===== src/rtl/eth_mii_loopback.sv =====
// eth_mii_loopback
// MII/GMII loopback and impairment block. Every word driven on tx_en/tx_data
// is echoed on rx_dv/rx_data after cfg_delay+1 cycles. Drop mode suppresses
// the echo. Corrupt mode flips bits in one chosen word of each frame. The
// block counts frames and flags frames that start before MIN_IFG idle cycles.
//
// state | meaning
// IDLE  | no frame in progress and gap satisfied; delay may be reloaded
// FRAME | tx_en high, words of the current frame being indexed
// GAP   | frame ended, counting idle cycles down toward MIN_IFG
module eth_mii_loopback #(
  parameter int DATA_W  = 4,
  parameter int DEPTH   = 64,
  parameter int MIN_IFG = 24,
  parameter int CNT_W   = 16
) (
  input  logic                       clk,
  input  logic                       reset,
  input  logic                       tx_en,
  input  logic [DATA_W-1:0]          tx_data,
  output logic                       rx_dv,
  output logic [DATA_W-1:0]          rx_data,
  input  logic [1:0]                 cfg_mode,
  input  logic [$clog2(DEPTH)-1:0]   cfg_delay,
  input  logic [CNT_W-1:0]           cfg_corrupt_idx,
  input  logic [DATA_W-1:0]          cfg_corrupt_mask,
  input  logic                       clr,
  output logic [CNT_W-1:0]           frame_cnt,
  output logic                       ifg_err,
  output logic                       busy
);

  localparam int AW = $clog2(DEPTH);
  localparam int IW = AW + 1;
  localparam int GW = $clog2(MIN_IFG + 1);

  typedef enum logic [1:0] {
    S_IDLE  = 2'd0,
    S_FRAME = 2'd1,
    S_GAP   = 2'd2
  } state_t;

  state_t              state;
  logic [CNT_W-1:0]    idx;
  logic [GW-1:0]       gap_left;

  logic [AW-1:0]       wr_ptr;
  logic [AW-1:0]       rd_ptr;
  logic [AW-1:0]       active_delay;
  logic [IW-1:0]       inflight;
  logic [DEPTH-1:0]    line_dv;
  logic [DATA_W-1:0]   line_data [DEPTH];

  logic [CNT_W-1:0]    cur_idx;
  logic                wr_dv;
  logic [DATA_W-1:0]   wr_data;
  logic                rd_dv;
  logic                delay_load;

  // Build the entry written this cycle: index of the word on tx_data, then
  // apply drop or corrupt according to the current mode.
  always_comb begin
    cur_idx = (state == S_FRAME) ? idx : '0;
    wr_dv   = tx_en;
    wr_data = tx_data;
    case (cfg_mode)
      2'd1: wr_dv = 1'b0;
      2'd2: begin
        if (tx_en && (cur_idx == cfg_corrupt_idx)) begin
          wr_data = tx_data ^ cfg_corrupt_mask;
        end
      end
      default: ;
    endcase
  end

  // Read slot is the entry written active_delay+1 edges ago, so the
  // registered output shows it exactly active_delay+1 cycles after tx.
  assign rd_ptr     = wr_ptr - active_delay - AW'(1);
  assign rd_dv      = line_dv[rd_ptr];
  assign delay_load = (state == S_IDLE) && !tx_en && (inflight == '0);
  assign busy       = (state != S_IDLE) || (inflight != '0);

  // Delay-line payload; no reset needed since rx_data is masked by dv.
  always_ff @(posedge clk) begin
    line_data[wr_ptr] <= wr_data;
  end

  // Delay-line valid bits, pointers, in-flight count and registered outputs.
  // Valid bits are cleared as they are read so a later delay increase can
  // never replay words that were already echoed.
  always_ff @(posedge clk or posedge reset) begin
    if (reset) begin
      line_dv      <= '0;
      wr_ptr       <= '0;
      active_delay <= '0;
      inflight     <= '0;
      rx_dv        <= 1'b0;
      rx_data      <= '0;
    end else begin
      line_dv[rd_ptr] <= 1'b0;
      line_dv[wr_ptr] <= wr_dv;
      wr_ptr          <= wr_ptr + AW'(1);
      rx_dv           <= rd_dv;
      rx_data         <= rd_dv ? line_data[rd_ptr] : '0;
      case ({wr_dv, rd_dv})
        2'b10:   inflight <= inflight + IW'(1);
        2'b01:   inflight <= inflight - IW'(1);
        default: ;
      endcase
      if (delay_load) begin
        active_delay <= cfg_delay;
      end
    end
  end

  // Frame tracking FSM with frame counter and sticky IFG error; clr
  // overrides any increment or set in the same cycle.
  always_ff @(posedge clk or posedge reset) begin
    if (reset) begin
      state     <= S_IDLE;
      idx       <= '0;
      gap_left  <= '0;
      frame_cnt <= '0;
      ifg_err   <= 1'b0;
    end else begin
      case (state)
        S_IDLE: begin
          if (tx_en) begin
            state <= S_FRAME;
            idx   <= CNT_W'(1);
          end
        end
        S_FRAME: begin
          if (tx_en) begin
            if (idx != '1) begin
              idx <= idx + CNT_W'(1);
            end
          end else begin
            state    <= S_GAP;
            gap_left <= GW'(MIN_IFG - 1);
            if (frame_cnt != '1) begin
              frame_cnt <= frame_cnt + CNT_W'(1);
            end
          end
        end
        S_GAP: begin
          if (tx_en) begin
            if (gap_left != '0) begin
              ifg_err <= 1'b1;
            end
            state <= S_FRAME;
            idx   <= CNT_W'(1);
          end else if (gap_left == '0) begin
            state <= S_IDLE;
          end else begin
            gap_left <= gap_left - GW'(1);
          end
        end
        default: state <= S_IDLE;
      endcase
      if (clr) begin
        frame_cnt <= '0;
        ifg_err   <= 1'b0;
      end
    end
  end

endmodule


===== config.mk =====
export PLATFORM = sky130hd
export DESIGN_NAME = eth_mii_loopback
export DESIGN_NICKNAME = d
export VERILOG_FILES = /design/src/rtl/eth_mii_loopback.sv
export SDC_FILE = /design/constraint.sdc
export NUM_CORES = 1
export LEC_CHECK = 0
export CELL_PAD_IN_SITES_DETAIL_PLACEMENT = 1
export CELL_PAD_IN_SITES_GLOBAL_PLACEMENT = 1
export CORE_ASPECT_RATIO = 2
export CORE_UTILIZATION = 25
export CTS_BUF_LIST = sky130_fd_sc_hd__clkbuf_16
export DETAILED_ROUTE_END_ITERATION = 6
export PLACE_DENSITY = 0.53
export REMOVE_ABC_BUFFERS = 1
export SYNTH_ARGS = -nofsm -noshare
export SYNTH_HDL_FRONTEND = slang
export SYNTH_SLANG_ARGS = --single-unit

===== constraint.sdc =====
create_clock -name clk -period 11.65 [get_ports clk]
set_input_delay 1.165 -clock clk [delete_from_list [all_inputs] [get_ports clk]]
set_output_delay 1.165 -clock clk [all_outputs]
set_load 0.02 [all_outputs]

==> summary.txt, run 1 <==
Run status
  – Status: finished, final reports clean

Finish
  – Design area: 20,300 um2
  – Nets: around 1,400
  – Layout cells sized above 1: 8.33%
  – Area Growth Syn to Fin: 15.7%
  – Ant diodes: 0
  – Filler cells: 7,552

Setup path
  – FF-to-FF Start: wr_ptr[0]
  – CP Capture Type: flop
  – Crit path required time: 12.13 ns
  – Startpoint Class: flop
  – Cell family with most CP delay: adder cells
  – Worst setup path startpoint: wr_ptr[0]
  – Critical-path cell list: ha_4 -> buf_12 -> mux2i_1 -> o22ai_1 -> or3_1 -> nand4_1 -> and4bb_4 -> inv_1 -> ha_1 -> xor2_1 -> ha_1 -> or3_1 -> a21oi_1 -> nor3_1 -> o21ai_0 -> a32oi_1 -> nor2_1 -> xor2_1
  – Critical path class: flop to flop
  – CP max stage cell: ha_4
  – Arr. time, crit path: between 6 and 7 ns
  – CP max stage delay: 0.91 ns
  – Crit path buf inv count: 2
  – Critical path peak fanout: ~120

STA
  – Fmax: 176 MHz
  – Setup ws final: 5.98 ns
  – Final hold vios: 0
  – Fin crit period: approximately 5.7 ns
  – Fin crit share: 48.6%
  – RSZ-0062 raised after global routing: false
  – Max-Slew Margin vs Limit: 31.5%
  – Setup Viol. Count Final: 0
  – Slew Limit Fails: 0
  – Layout Skew: between 0.02 and 0.025 ns
  – Total negative slack: 0 ns
  – Slew @ Worst Pin: just over 1 ns

Floorplan
  – Core Footprint: 69,100 um2
  – I/O Pins: slightly below 60
  – Rows: 136
  – Initial core utilization: about 25%
  – Die H: 376 um
  – DIE AREA: 71,200 um2
  – Die W: 189 um

Yosys
  – Synth Area per Inst: around 13 um2
  – Post-synth EDFFs: 256
  – Cells after synthesis: 1,348
  – Netlist cell types: 68
  – Seq/Total Area, Yosys: between 60% and 70%
  – Area contributors post-synth: edfxtp_1, dfrtp_1, mux2i_1, nor2_1, o21ai_0
  – Synthesized cell area: 17,500 um2
  – FF+latch count, synth: approximately 380
  – Primary FF master, synth: edfxtp_1
  – Ys async rst share: roughly a third
  – Synth area leader: edfxtp_1
  – Count leader, synth: edfxtp_1
  – Commonest cells post-synth: edfxtp_1, mux2i_1, nor2_1, dfrtp_1, o21ai_0
  – Yosys warns: 0
  – Top cell type's share of synthesized area: 43.9%

Clocking
  – CTS tree: built
  – Post-CTS setup buffer count: 0
  – CTS clk-pin slew, worst paths: 0.07 ns
  – Clock Sinks: about 380
  – Clk Latency, worst-skew pair: 0.55 ns
  – H-tree depth: 2
  – Clock Path Buffers: 3
  – Number of hold buffers added after cts: 0
  – PostCTS Resize Cnt: 0
  – CTS Buf Count: 35
  – Root buf cell: clkbuf_16

Detailed routing
  – Routed wire per std cell: 23.4 um
  – Initial DRC Count: 521
  – Number of vias per cell: between 4 and 5
  – Final WL: approximately 54 mm
  – Drc violations: 0
  – Post-route ant nets: 0
  – DR pass1 iterations: 7
  – Via Count: 11,300

Hold path
  – Worst Hold Class: flop to flop
  – Worst hold path startpoint: inflight[6]

GRT
  – Largest net degree at the start of global routing: 118
  – Vias in the first global route: ~13,000
  – First-pass GRT wire length: 79.8 mm
  – Tot GR Track Use: 15.2%
  – Initial antenna violation count: 0
  – Remaining Overflow, GRT: 0

Pwr
  – P_leak: ~7.3 nW
  – Tot Pwr: 5.04 mW
  – PwrDens: 249 nW/um2
  – Worst IR Drop VDD: 203 uV

Placed design
  – Final RePlAce weighted congestion: between 0.8 and 0.9
  – Dpl ws: 5.95 ns
  – PortBufs: 58
  – HPWL after detailed placement: 37.6 mm
  – Post-placement cell area: 19,100 um2

Job
  – Max-cap violations: 0
-- final cells by class --
class | count | area (um2) | share of cell area (%)
timing repair buffer | 75 | 721 | 3.56
sequential | 384 | 10900 | 53.7
clock buffer | 37 | 926 | 4.57
inverter | 21 | 83.8 | 0.414
tap | 897 | 1120 | 5.54
multi-input combinational | 861 | 6240 | 30.8
clock inverter | 27 | 275 | 1.36
-- cells in the final DEF (no fill, tap or decap), drive strengths merged, types with 12 or more instances in the layout --
| cell type | count |
|---|---|
| edfxtp | 256 |
| mux2i | 209 |
| nor2 | 139 |
| dfrtp | 128 |
| o21ai | 79 |
| clkdlybuf4s50 | 58 |
| nand2 | 54 |
| a22oi | 45 |
| clkbuf | 37 |
| xnor2 | 33 |
| inv | 28 |
| xor2 | 26 |
| nand3 | 24 |
| o22ai | 21 |
| a21oi | 20 |
| and3 | 17 |
| buf | 17 |
| nor3 | 16 |
| a221oi | 16 |
| nand4 | 13 |
| ha | 13 |
| clkinv | 13 |
| o31ai | 12 |
-- flip-flops by register name, summed over array words and instances (netlist names) --
signal,flops
state,2
wr_ptr,6
rx_dv,1
idx,16
ifg_err,1
rx_data,4
line_dv,64
line_data,256
frame_cnt,16
inflight,7
active_delay,6
gap_left,5
-- final timing paths --
check / end / slack, ns / depth (start not counted)
setup / recovery: inflight[6] / 5.98 / 18
hold / removal: inflight[6] / 0.48 / 1
setup reg to reg: inflight[6] / 5.98 / 18
hold reg to reg: inflight[6] / 0.48 / 1
max in group asynchronous: line_dv[44] / 9.30 / 3
min in group asynchronous: frame_cnt[3] / 1.18 / 2
-- routing by layer --
metal,track usage [%],wire [um],vias to the layer above
met3,1.32,1290,104
met1,14.2,18000,5873
met5,0,0,-
li1,-,-,5123
met4,8.86,3100,0
met2,31.1,31400,201
-- per-stage QoR --
step	std cells	hold WS, ns	utilization [%]
finish	2302	0.480	29.3
global route	2302	0.505	29.3
CTS	2302	0.475	29.3
detailed placement	2238	0.462	27.6
global placement	2238	0.469	27.6
floorplan	1266	0.443	-
-- worst reg2reg max path: stages (launching register included) --
cell,delay [ns]
dfrtp_1,0.47
ha_4,0.91
buf_12,0.59
mux2i_1,0.53
o22ai_1,0.09
or3_1,0.42
nand4_1,0.12
and4bb_4,0.35
inv_1,0.10
ha_1,0.42
xor2_1,0.24
ha_1,0.24
or3_1,0.31
a21oi_1,0.15
nor3_1,0.10
o21ai_0,0.16
a32oi_1,0.11
nor2_1,0.13
xor2_1,0.16
-- power breakdown --
| group | switching, mW | internal, mW |
|---|---|---|
| combinational | 1.40 | 0.725 |
| clock | 0.533 | 0.693 |
| sequential | 0.0945 | 1.59 |
-- cells by family after synthesis --
logic type      synth area share (%)
flops                           62.2
simple gates                    9.04
compound gates                  9.39
mux                             12.6
buf+inv                         2.68
xor+xnor                        3.08
fa+ha+maj                       1.04
Note: power is estimated with default switching activity, not from simulation.
==> run 2: changes to the inputs <==
--- a/config.mk
+++ b/config.mk
@@ -11,7 +11,7 @@
 export CORE_UTILIZATION = 25
 export CTS_BUF_LIST = sky130_fd_sc_hd__clkbuf_16
 export DETAILED_ROUTE_END_ITERATION = 6
-export PLACE_DENSITY = 0.53
+export PLACE_DENSITY = 0.54
 export REMOVE_ABC_BUFFERS = 1
 export SYNTH_ARGS = -nofsm -noshare
 export SYNTH_HDL_FRONTEND = slang
==> constraint.sdc (replaced) <==
create_clock -name clk -period 4.55 [get_ports clk]
set_input_delay 0.455 -clock clk [delete_from_list [all_inputs] [get_ports clk]]
set_output_delay 0.455 -clock clk [all_outputs]
set_load 0.02 [all_outputs]
==> run 2 against run 1 <==
Compared with the run above:
- sequential power rose to 2.6 times the previous value
- total power rose to 2.6 times the previous value
- clock power rose to 2.5 times the previous value
- flip-flop and latch count did not move
- via count rose by 0.49%
- register-to-register slack got worse by 5.6 ns
==> summary.txt, run 2 (synthesis gave the netlist of run 1 again) <==
Run status
  – Status: finished, final reports clean

Setup path
  – Critical path class: flop to flop
  – FF-to-FF path depth: 21
  – FF-to-FF Start: active_delay[0]
  – Startpoint Class: flop
  – CP Capture Type: flop
  – Crit path required time: 5.01 ns
  – Critical path peak fanout: 4
  – Arr. time, crit path: 4.67 ns
  – R2R setup slack: 0.34 ns
  – R2r endpoint: inflight[6]

GRT
  – GR peak layer: met2
  – Vias in the first global route: 12,400
  – First-pass GRT wire length: ~80 mm
  – Grt met1 use: 14.5%
  – Remaining Overflow, GRT: 0
  – Met2 Use GR: 31.4%
  – Initial antenna violation count: 0
  – GR Util met3: ~1.4%
  – Tot GR Track Use: 15.5%
  – Largest net degree at the start of global routing: 71

Finish
  – Most common cell after layout, fill and taps aside: edfxtp_1
  – Non-Filler Instances: 2,335
  – Commonest cells after routing, fill and taps aside: edfxtp_1, mux2i_1, nor2_1, dfrtp_1, o21ai_0
  – Nets: 1,461
  – Area Growth Syn to Fin: 17.6%
  – Reg with most FFs: line_data
  – Top Registers: line_data: 256 flops, line_dv: 64 flops
  – Filler cells: around 7,600
  – Layout cells sized above 1: 11.1%
  – Max reg flops: between 200 and 300

Clocking
  – Root buf cell: clkbuf_16
  – CTS Buf Count: 35
  – CTS clk-pin slew, worst paths: 0.07 ns
  – Clock Sinks: 384
  – CTS tree: built
  – Number of hold buffers added after cts: 0
  – H-tree depth: 2
  – Clk Latency, worst-skew pair: 0.55 ns
  – Clock Path Buffers: 3

STA
  – RSZ-0062 raised after global routing: false
  – Fmax: 237 MHz
  – Total negative slack: 0 ns
  – Fin crit share: 92.6%
  – Max-Slew Margin vs Limit: 25.4%
  – Layout Skew: 0.0261 ns
  – Setup Viol. Count Final: 0
  – Fin crit period: about 4.2 ns
  – Final hold vios: 0
  – Slew @ Worst Pin: between 1 and 1.5 ns
  – Setup ws final: approximately 0.34 ns
  – Slew Limit Fails: 0

Pwr
  – P_leak: 7.43 nW
  – Worst IR Drop VDD: 282 uV
  – PwrDens: 643 nW/um2

Job
  – Max-cap violations: 0

Placed design
  – Dpl ws: -0.00358 ns
  – HPWL after detailed placement: 39.2 mm
  – PortBufs: 58
  – Final RePlAce weighted congestion: 0.908
  – Placed Instances: 2,269

Hold path
  – Worst Hold Class: input port to asynchronous set/reset pin

Detailed routing
  – Post-route ant nets: 0
  – DR pass1 iterations: 6
  – Number of vias per cell: ~4.9
  – Routed wire per std cell: 23.2 um
  – Drc violations: 0
  – Via Count: 11,400
  – Initial DRC Count: 420
  – Final WL: 54.3 mm

Floorplan
  – I/O Pins: 59
  – Core Footprint: 69,100 um2
  – Die H: between 300 and 400 um
  – Initial core utilization: 25.4%
  – Die W: 189 um
  – DIE AREA: ~71,000 um2
  – Rows: 136
run 2: power by group:
group	internal, mW	switching, mW	leakage, nW	total [mW]
registers	4.08	0.263	3.94	4.34
clock network	1.68	1.41	0.565	3.09
logic	2.09	3.74	2.93	5.83
run 2: final cells by class:
class | count | area (um2) | share of cell area [%]
sequential | 384 | 10900 | 52.9
multi-input combinational | 861 | 6280 | 30.5
tap | 897 | 1120 | 5.45
timing repair buffer | 108 | 1040 | 5.07
clock buffer | 37 | 926 | 4.49
clock inverter | 26 | 249 | 1.21
inverter | 21 | 83.8 | 0.407
antenna | 1 | 2.50 | 0.0121
run 2: per-stage QoR:
step / utilization, % / hold WS, ns / power [mW] / cell area [um2]
after floorplan: - / 0.443 / 7.92 / 17100
after global placement: 28.0 / 0.473 / 10.1 / 19400
after detailed placement: 28.0 / 0.472 / 10.2 / 19400
after CTS: 29.7 / 0.390 / 13.3 / 20500
after global routing: 29.8 / 0.430 / 13.8 / 20600
final: 29.8 / 0.369 / 13.3 / 20600
run 2: worst max-delay path by stage:
stage                                from          end  slack (ns)  cells after the start
after global placement    active_delay[0]  inflight[6]        0.05                     21
after CTS                 active_delay[0]  inflight[6]        0.03                     21
after global routing      active_delay[0]  inflight[6]        0.03                     21
after floorplan                 wr_ptr[0]  inflight[6]       -4.04                     17
final                     active_delay[0]  inflight[6]        0.34                     21
after detailed placement  active_delay[0]  inflight[6]      -0.004                     21
run 2: timing repair:
item                                    in CTS  in global routing
endpoints found under the setup margin       1                  3
gates resized for setup                      3                  9
buffers inserted                             0                  2
gates cloned                                 0                  0
pin swaps                                    0                  3
run 2: critical path, stage by stage (launching register included):
cell      delay (ns)
dfrtp_1         0.36
inv_1           0.10
ha_4            0.14
inv_1           0.05
fa_2            0.42
or3b_1          0.41
a211o_1         0.27
o311ai_1        0.13
o31ai_2         0.14
nor3_1          0.18
and4bb_4        0.26
inv_2           0.07
ha_1            0.18
xor2_1          0.08
ha_1            0.21
or3_1           0.31
a21oi_1         0.17
nor3_2          0.08
o21ai_0         0.14
a32oi_1         0.11
nor2_1          0.13
xor2_1          0.16
run 2: per-layer routing:
layer  routed length, um  vias up
met2               31100      221
met4                4000        0
met5                   0        -
met3                1200      109
li1                    -     5211
met1               18000     5815
==> run 3: changes to the inputs <==
--- a/config.mk
+++ b/config.mk
@@ -8,10 +8,10 @@
 export CELL_PAD_IN_SITES_DETAIL_PLACEMENT = 1
 export CELL_PAD_IN_SITES_GLOBAL_PLACEMENT = 1
 export CORE_ASPECT_RATIO = 2
-export CORE_UTILIZATION = 25
+export CORE_UTILIZATION = 46
 export CTS_BUF_LIST = sky130_fd_sc_hd__clkbuf_16
 export DETAILED_ROUTE_END_ITERATION = 6
-export PLACE_DENSITY = 0.54
+export PLACE_DENSITY = 0.84
 export REMOVE_ABC_BUFFERS = 1
 export SYNTH_ARGS = -nofsm -noshare
 export SYNTH_HDL_FRONTEND = slang
==> run 3 against run 2 <==
Compared with the run above:
- highest routed layer unchanged
- die area down 45%
- count of clock-buffer cells in the layout shrank 2
- total power down 3.8%
- worst hold slack improved by 0.017 ns
- largest power group unchanged
==> summary.txt, run 3 (synthesis gave the netlist of run 1 again) <==
Run status
  – Status: finished, final reports clean

GRT
  – Initial antenna violation count: 0
  – Remaining Overflow, GRT: 0
  – First-pass GRT wire length: between 70 and 80 mm
  – Largest net degree at the start of global routing: 66
  – Tot GR Track Use: 26.9%
  – GR peak layer: met2
  – Vias in the first global route: around 13,000
  – Met2 Use GR: between 50 and 60%
  – Grt met1 use: 26.9%
  – GR Util met3: 3.17%

Placed design
  – Final RePlAce weighted congestion: 0.960
  – PortBufs: 58
  – Dpl ws: -0.150 ns
  – HPWL after detailed placement: 34.1 mm

Finish
  – Ant diodes: 0
  – Nets: 1,446
  – Final Core Density: ~53%
  – Area Growth Syn to Fin: 12.8%
  – Filler cells: roughly 3,700
  – Storage element area: 10,900 um2
  – Top Registers: line_data: 256 flops, line_dv: 64 flops
  – Commonest cells after routing, fill and taps aside: edfxtp_1, mux2i_1, nor2_1, dfrtp_1, o21ai_0
  – Layout cells sized above 1: 9.99%
  – Max reg flops: 256
  – Reg with most FFs: line_data
  – Most common cell after layout, fill and taps aside: edfxtp_1
  – Multi-input gate area: 6290 um2

Floorplan
  – Die H: 278 um
  – Die W: about 140 um
  – I/O Pins: 59
  – Initial core utilization: 46.8%
  – DIE AREA: 38,900 um2
  – Rows: 100
  – Core Footprint: 37,400 um2

Setup path
  – Critical path peak fanout: 4
  – Arr. time, crit path: between 4 and 5 ns
  – Startpoint Class: flop
  – Crit path required time: around 5.0 ns
  – CP Capture Type: flop
  – Critical path class: flop to flop

Clocking
  – Number of hold buffers added after cts: 0
  – H-tree depth: 2
  – Clock Sinks: 384
  – Root buf cell: clkbuf_16
  – Clock Path Buffers: 3
  – Clk Latency, worst-skew pair: ~0.53 ns
  – CTS tree: built
  – CTS Buf Count: 34
  – CTS clk-pin slew, worst paths: 0.07 ns

STA
  – Slew Limit Fails: 0
  – Setup Viol. Count Final: 0
  – Total negative slack: 0 ns
  – Max-Slew Margin vs Limit: 11.6%
  – Layout Skew: 0.0297 ns
  – Fin crit share: 94.4%
  – Slew @ Worst Pin: 1.32 ns
  – Final Hold Slack: 0.386 ns
  – Fin crit period: 4.29 ns
  – Fmax: 233 MHz
  – Setup ws final: 0.257 ns
  – Final hold vios: 0

Pwr
  – P_leak: 7.28 nW
  – PwrDens: 645 nW/um2
  – Tot Pwr: 12.7 mW
  – Worst IR Drop VDD: 437 uV

Detailed routing
  – Post-route ant nets: 0
  – Via Count: roughly 12,000
  – Initial DRC Count: slightly below 900
  – Drc violations: 0
  – Final WL: 51.1 mm
  – DR pass1 iterations: 5
  – Number of vias per cell: ~6.3
  – Routed wire per std cell: 27.2 um

Job
  – Max-cap violations: 0

Hold path
  – Worst Hold Class: input port to asynchronous set/reset pin
[run 3: worst paths after layout]
kind,from,end,slack (ns),cells after the start
max,active_delay[0],inflight[6],0.26,21
min,reset,frame_cnt[13],0.39,2
max reg2reg,active_delay[0],inflight[6],0.26,21
min reg2reg,inflight[6],inflight[6],0.48,1
max in group asynchronous,reset,line_dv[16],3.20,3
min in group clk,inflight[6],inflight[6],0.48,1
[run 3: per-stage QoR]
| step | cells | area (um2) |
|---|---|---|
| after global routing | 1880 | 19800 |
| after detailed placement | 1818 | 18600 |
| final | 1880 | 19800 |
| after floorplan | 1266 | 17100 |
| after global placement | 1818 | 18600 |
| after CTS | 1879 | 19700 |
[run 3: cell type report]
class                      count  area share [%]
clock buffer                  35            4.43
inverter                      21           0.424
tap                          459            2.91
timing repair buffer          94            4.31
sequential                   384            55.2
clock inverter                26           0.950
multi-input combinational    861            31.8
[run 3: metal layers]
layer	routed length (um)	part of all wire [%]	up-vias
met5	0	0	-
met1	17000	33	6022
met3	2340	4.6	188
met2	28000	55	446
met4	3700	7.2	0
li1	-	-	5168
[run 3: where the power goes]
group	internal (mW)	switching, mW	leakage, nW	total, mW
clock	1.52	1.31	0.527	2.83
combinational	2.03	3.52	2.82	5.55
sequential	4.08	0.285	3.94	4.36
[run 3: worst max-delay path: stages (launching register included)]
cell and delay [ns]:
dfrtp_1 0.36, inv_1 0.10, ha_4 0.14, inv_1 0.05, fa_2 0.46, or3b_1 0.39, a211o_1 0.26, o311ai_0 0.13
o31ai_2 0.16, nor3_1 0.16, and4bb_4 0.26, inv_1 0.10, ha_2 0.20, xor2_1 0.07, ha_1 0.21, or3_1 0.33
a21oi_2 0.19, nor3_4 0.07, o21ai_1 0.15, a32oi_1 0.13, nor2_1 0.14, xor2_1 0.16
[run 3: repair_timing]
action	in CTS	in global routing
pin swaps	0	5
buffers inserted	0	1
setup endpoints to repair	1	3
resized for setup	5	12
